$ cat src/rtl/clkdiv_ctrl_pkg.sv
// clkdiv_ctrl_pkg: shared state encoding and reset ratio for the clock divider controller
package clkdiv_ctrl_pkg;
    typedef enum logic [1:0] {
        IDLE     = 2'd0,
        RUN      = 2'd1,
        STOPPING = 2'd2
    } state_t;
    localparam int CLKDIV_DEFAULT_MAX = 5;
endpackage

$ cat src/rtl/clkdiv_counter.sv
// clkdiv_counter: half-period counter that wraps to zero at max
// Ports: clk, rst (async, active-high), clear (sync zero), enable (count),
//        max (last count value), count (current value), wrap (count==max while enabled)
module clkdiv_counter #(
    parameter int COUNT_WIDTH = 4
) (
    input  logic                   clk,
    input  logic                   rst,
    input  logic                   clear,
    input  logic                   enable,
    input  logic [COUNT_WIDTH-1:0] max,
    output logic [COUNT_WIDTH-1:0] count,
    output logic                   wrap
);
    assign wrap = enable && (count == max);

    always_ff @(posedge clk or posedge rst) begin
        if (rst)
            count <= '0;
        else if (clear)
            count <= '0;
        else if (enable)
            count <= wrap ? '0 : count + 1'b1;
    end
endmodule

$ cat src/rtl/clkdiv_ctrl.sv
// clkdiv_ctrl: glitch-free run-time programmable clock divider controller
// Ports: clk, rst (async, active-high), en (run level), cfg_max/cfg_valid/cfg_ready
//        (new half-period-minus-1 handshake), out (divided clock), tick (out changed),
//        busy (not idle), cur_max (ratio in use)
module clkdiv_ctrl
    import clkdiv_ctrl_pkg::*;
#(
    parameter int COUNT_WIDTH = 4,
    parameter int DEFAULT_MAX = CLKDIV_DEFAULT_MAX
) (
    input  logic                   clk,
    input  logic                   rst,
    input  logic                   en,
    input  logic [COUNT_WIDTH-1:0] cfg_max,
    input  logic                   cfg_valid,
    output logic                   cfg_ready,
    output logic                   out,
    output logic                   tick,
    output logic                   busy,
    output logic [COUNT_WIDTH-1:0] cur_max
);
    state_t                 state, state_nxt;
    logic                   pend;
    logic [COUNT_WIDTH-1:0] pend_max;
    logic [COUNT_WIDTH-1:0] count;
    logic                   wrap, clear, out_nxt, apply, accept;

    assign busy      = (state != IDLE);
    assign cfg_ready = ~pend;
    assign accept    = cfg_valid && !pend;
    // A pending ratio lands immediately when idle, otherwise only on a falling edge of out
    assign apply     = pend && ((state == IDLE) || (wrap && out));
    assign clear     = (state_nxt == IDLE) || apply;

    clkdiv_counter #(.COUNT_WIDTH(COUNT_WIDTH)) u_counter (
        .clk    (clk),
        .rst    (rst),
        .clear  (clear),
        .enable (busy),
        .max    (cur_max),
        .count  (count),
        .wrap   (wrap)
    );

    always_comb begin
        state_nxt = state;
        out_nxt   = out ^ wrap;
        case (state)
            IDLE: begin
                state_nxt = en ? RUN : IDLE;
                out_nxt   = 1'b0;
            end
            RUN: begin
                // Stopping while low leaves out low; while high, let the high phase finish
                if (!en) begin
                    state_nxt = (out && !wrap) ? STOPPING : IDLE;
                    out_nxt   = out && !wrap;
                end
            end
            STOPPING: state_nxt = en ? RUN : (wrap ? IDLE : STOPPING);
            default: begin
                state_nxt = IDLE;
                out_nxt   = 1'b0;
            end
        endcase
    end

    always_ff @(posedge clk or posedge rst) begin
        if (rst)
            state <= IDLE;
        else
            state <= state_nxt;
    end

    always_ff @(posedge clk or posedge rst) begin
        if (rst) begin
            out      <= 1'b0;
            tick     <= 1'b0;
            pend     <= 1'b0;
            pend_max <= '0;
            cur_max  <= COUNT_WIDTH'(DEFAULT_MAX);
        end else begin
            out  <= out_nxt;
            tick <= out_nxt ^ out;
            pend <= apply ? 1'b0 : (accept ? 1'b1 : pend);
            if (accept)
                pend_max <= cfg_max;
            if (apply)
                cur_max <= pend_max;
        end
    end
endmodule

$ cat config.mk
export PLATFORM = sky130hd
export DESIGN_NAME = clkdiv_ctrl
export DESIGN_NICKNAME = d
export VERILOG_FILES = /design/src/rtl/clkdiv_ctrl_pkg.sv /design/src/rtl/clkdiv_counter.sv /design/src/rtl/clkdiv_ctrl.sv
export SDC_FILE = /design/constraint.sdc
export NUM_CORES = 1
export LEC_CHECK = 0
export CORE_ASPECT_RATIO = 1.25
export CORE_MARGIN = 2
export CORE_UTILIZATION = 50
export DETAILED_ROUTE_END_ITERATION = 10
export GPL_TIMING_DRIVEN = 0
export PLACE_DENSITY = 0.75
export SLEW_MARGIN = 25
export SYNTH_ARGS = -nofsm -noshare
export SYNTH_HDL_FRONTEND = slang
export SYNTH_SLANG_ARGS = --single-unit
$ cat constraint.sdc
create_clock -name clk -period 6.63 [get_ports clk]
set_input_delay 1.989 -clock clk [delete_from_list [all_inputs] [get_ports clk]]
set_output_delay 1.989 -clock clk [all_outputs]
set_load 0.02 [all_outputs]
==> metrics.cfg <==
[setup_path]
cp_cell_sequence = inv_1 -> ha_1 -> inv_2 -> clkdlybuf4s50_1
startpoint_type = flop
startpoint = state[0]$_DFF_PP0_
worstReg2RegStart = state[0]$_DFF_PP0_
r2r_end = u_counter.count[0]$_DFFE_PP0P_
crit_required_ns = 4.64
cp.arrival_ns = 1.84
max_stage_delay_ns = 0.61
critical_path.max_fanout = 8
crit_type = flop to output port
end_kind = output port
crit_slowest_cell = clkdlybuf4s50_1
ff2ff_path_depth = 11
critPathCapture = busy
r2r_slack_ns = 4.00

[cts]
cts_hold_buf = 0
cts_inserted_buffers = 3
cts_root_buffer = clkbuf_4
post_cts_buffers = 0
cts.clk_slew.worst_paths_ns = 0.10
cts_tree = yes
cts_sinks = 17
htree_levels = 1
cts.repair.resized = 0
insertion_delay_ns = 0.29
clockBufferDepth = 2

[cells_and_area]
area_growth_syn_to_layout_pct = 20.5
antennaDiodeCount = 0
fillers = 156
final_area_um2 = 1190
final_cell_mix = 15 x dfrtp_1, 15 x clkdlybuf4s50_1, 12 x nand2_1, 9 x inv_1, 8 x nor2_1
layout.nets = 131
final_util_pct = 62.2
drive_above_1_share_pct = 15.7

[sta]
finalMaxSlewViolations = 0
max_slew_margin_pct = 56.4
period_share_pct = 57.7
grt_setup_unrepaired = false
skew_ns = 0.00686
tightest_slew_ns = 0.654
final_hold_viol_count = 0
fmax_mhz = 261
setup_violations = 0
period_needed_ns = 3.82
final.setup.tns_ns = 0

[grt]
grt_pass1_wl_um = 3160
grt_usage_pct = 18.0
overflow = 0
antenna_found_initial = 0
grt_max_degree = 18
grt_pass1_vias = 719

[route]
first_pass_iters = 4
wirelength_um = 1820
wire_per_inst_um = 13.5
post-route-drc-count = 0
via_count = 738
ant_nets = 0
detail_route.vias_per_cell = 5.47
drt_iter0_drc = 16

[synth]
ys_types = 33
synth_top_area_cell = dfrtp_1
muxShareOfSynthArea_pct = 5.58
synth-adder-area-share_pct = 8.87
synth_xor_xnor_area_share_pct = 2.66
synth_cells = 96
syn_nets = 111
synth_top_cell_area_share_pct = 38.0
synth-simple-area-share_pct = 19.5
yosysWarnings = 0
synth_top_family_by_area = simple AND/OR/NAND/NOR gates
avgSynthCellArea_um2 = 10.3
ys_seq_area_share_pct = 43.3
synth_compound_area_share_pct = 16.2
synth-seq-cells = 17
synth.area.top_cells = dfrtp_1 38%, ha_1 8.9%, dfstp_2 5.3%
synth_area_um2 = 987

[job]
timing.max_cap.violations = 0

[floorplanning]
initial_core_util_pct = 51.6
io_pins = 16
die_area_um2 = 2350
rows = 18
die_height_um = 53.7
dieWidth_um = 43.7
core_um2 = 1910

[status]
status = finished clean

[min_path]
min_path_type = flop to flop

[power_and_ir_drop]
power_density_nw_per_um2 = 286
vdd_ir_drop_max_v = 0.000226
leakagePower_uw = 0.000532

[place]
hpwlAfterDp_um = 1400
gp_congestion = 0.846
io_buffers = 15
postPlaceCellArea_um2 = 1160

[cell usage after synthesis, drive strengths merged]
cell type and count:
a2111oi 1, a211o 1, a21boi 1, a21oi 1
a221oi 3, and2b 1, dfrtp 15, dfstp 2
ha 7, inv 10, mux2 4, mux2i 1
nand2 12, nand2b 7, nand3 1, nand3b 1
nand4 2, nor2 9, nor2b 3, o2111ai 1
o211ai 1, o21ai 4, o2bb2ai 1, o311ai 1
o31ai 2, or2b 1, xnor2 1, xor2 2
[flip-flops by register name, indices dropped and copies added (netlist names)]
register / count
state: 2
cur_max: 4
out: 1
pend_max: 4
tick: 1
u_counter.count: 4
pend: 1
[stage by stage]
stage / hold WS [ns] / std cells / total power [uW] / setup WS (ns)
after floorplan: 0.435 / 96 / 238 / 3.77
after global placement: 0.443 / 131 / 284 / 3.06
after detailed placement: 0.467 / 131 / 288 / 3.05
after CTS: 0.490 / 135 / 344 / 2.79
after global routing: 0.502 / 135 / 363 / 2.71
final: 0.489 / 135 / 341 / 2.81
[cells by family after synthesis]
group,Yosys count
simple gates,37
compound gates,17
mux,5
flops,17
xor+xnor,3
fa+ha+maj,7
buf+inv,10
[power breakdown]
part           total, uW  leakage, uW  switching, uW  internal (uW)
Combinational        131     0.000301           70.9           59.7
Clock               56.2    0.0000177           33.8           22.5
Sequential           154     0.000214           21.9            132
[critical path: cells and delay by family (launching register included)]
family | cells | cell delay, ns
adders and majority gates | 1 | 0.31
DFF | 1 | 0.41
buffers and inverters | 3 | 0.83
[per-layer routing]
metal	GRT usage, %	up-vias	part of all wire (%)
met5	0	-	0
met3	2.01	4	3.3
met4	7.58	0	1.3
met1	24.2	351	44
li1	-	368	-
met2	29.4	15	51
[how the worst min path moves through the flow]
stage	slack, ns	end	depth (start not counted)	start
2_1_floorplan	0.43	cur_max[1]$_DFFE_PP0P_	2	pend_max[1]$_DFFE_PP0P_
3_3_place_gp	0.44	cur_max[3]$_DFFE_PP0P_	2	pend_max[3]$_DFFE_PP0P_
3_5_place_dp	0.47	cur_max[0]$_DFFE_PP1P_	2	pend_max[0]$_DFFE_PP0P_
4_1_cts	0.49	cur_max[0]$_DFFE_PP1P_	2	pend_max[0]$_DFFE_PP0P_
5_1_grt	0.50	cur_max[0]$_DFFE_PP1P_	2	cur_max[0]$_DFFE_PP1P_
6_report	0.49	cur_max[3]$_DFFE_PP0P_	2	pend_max[3]$_DFFE_PP0P_
[cell type report]
type	count	area, um^2	area share [%]
multi-input cells	69	522	43.8
flip-flops and latches	17	428	36.0
repair buffers	15	150	12.6
inverters	10	37.5	3.15
well taps	20	25.0	2.10
clock buffers	3	22.5	1.89
clock inverters	1	5.00	0.421
(Power assumes the default switching activity.)
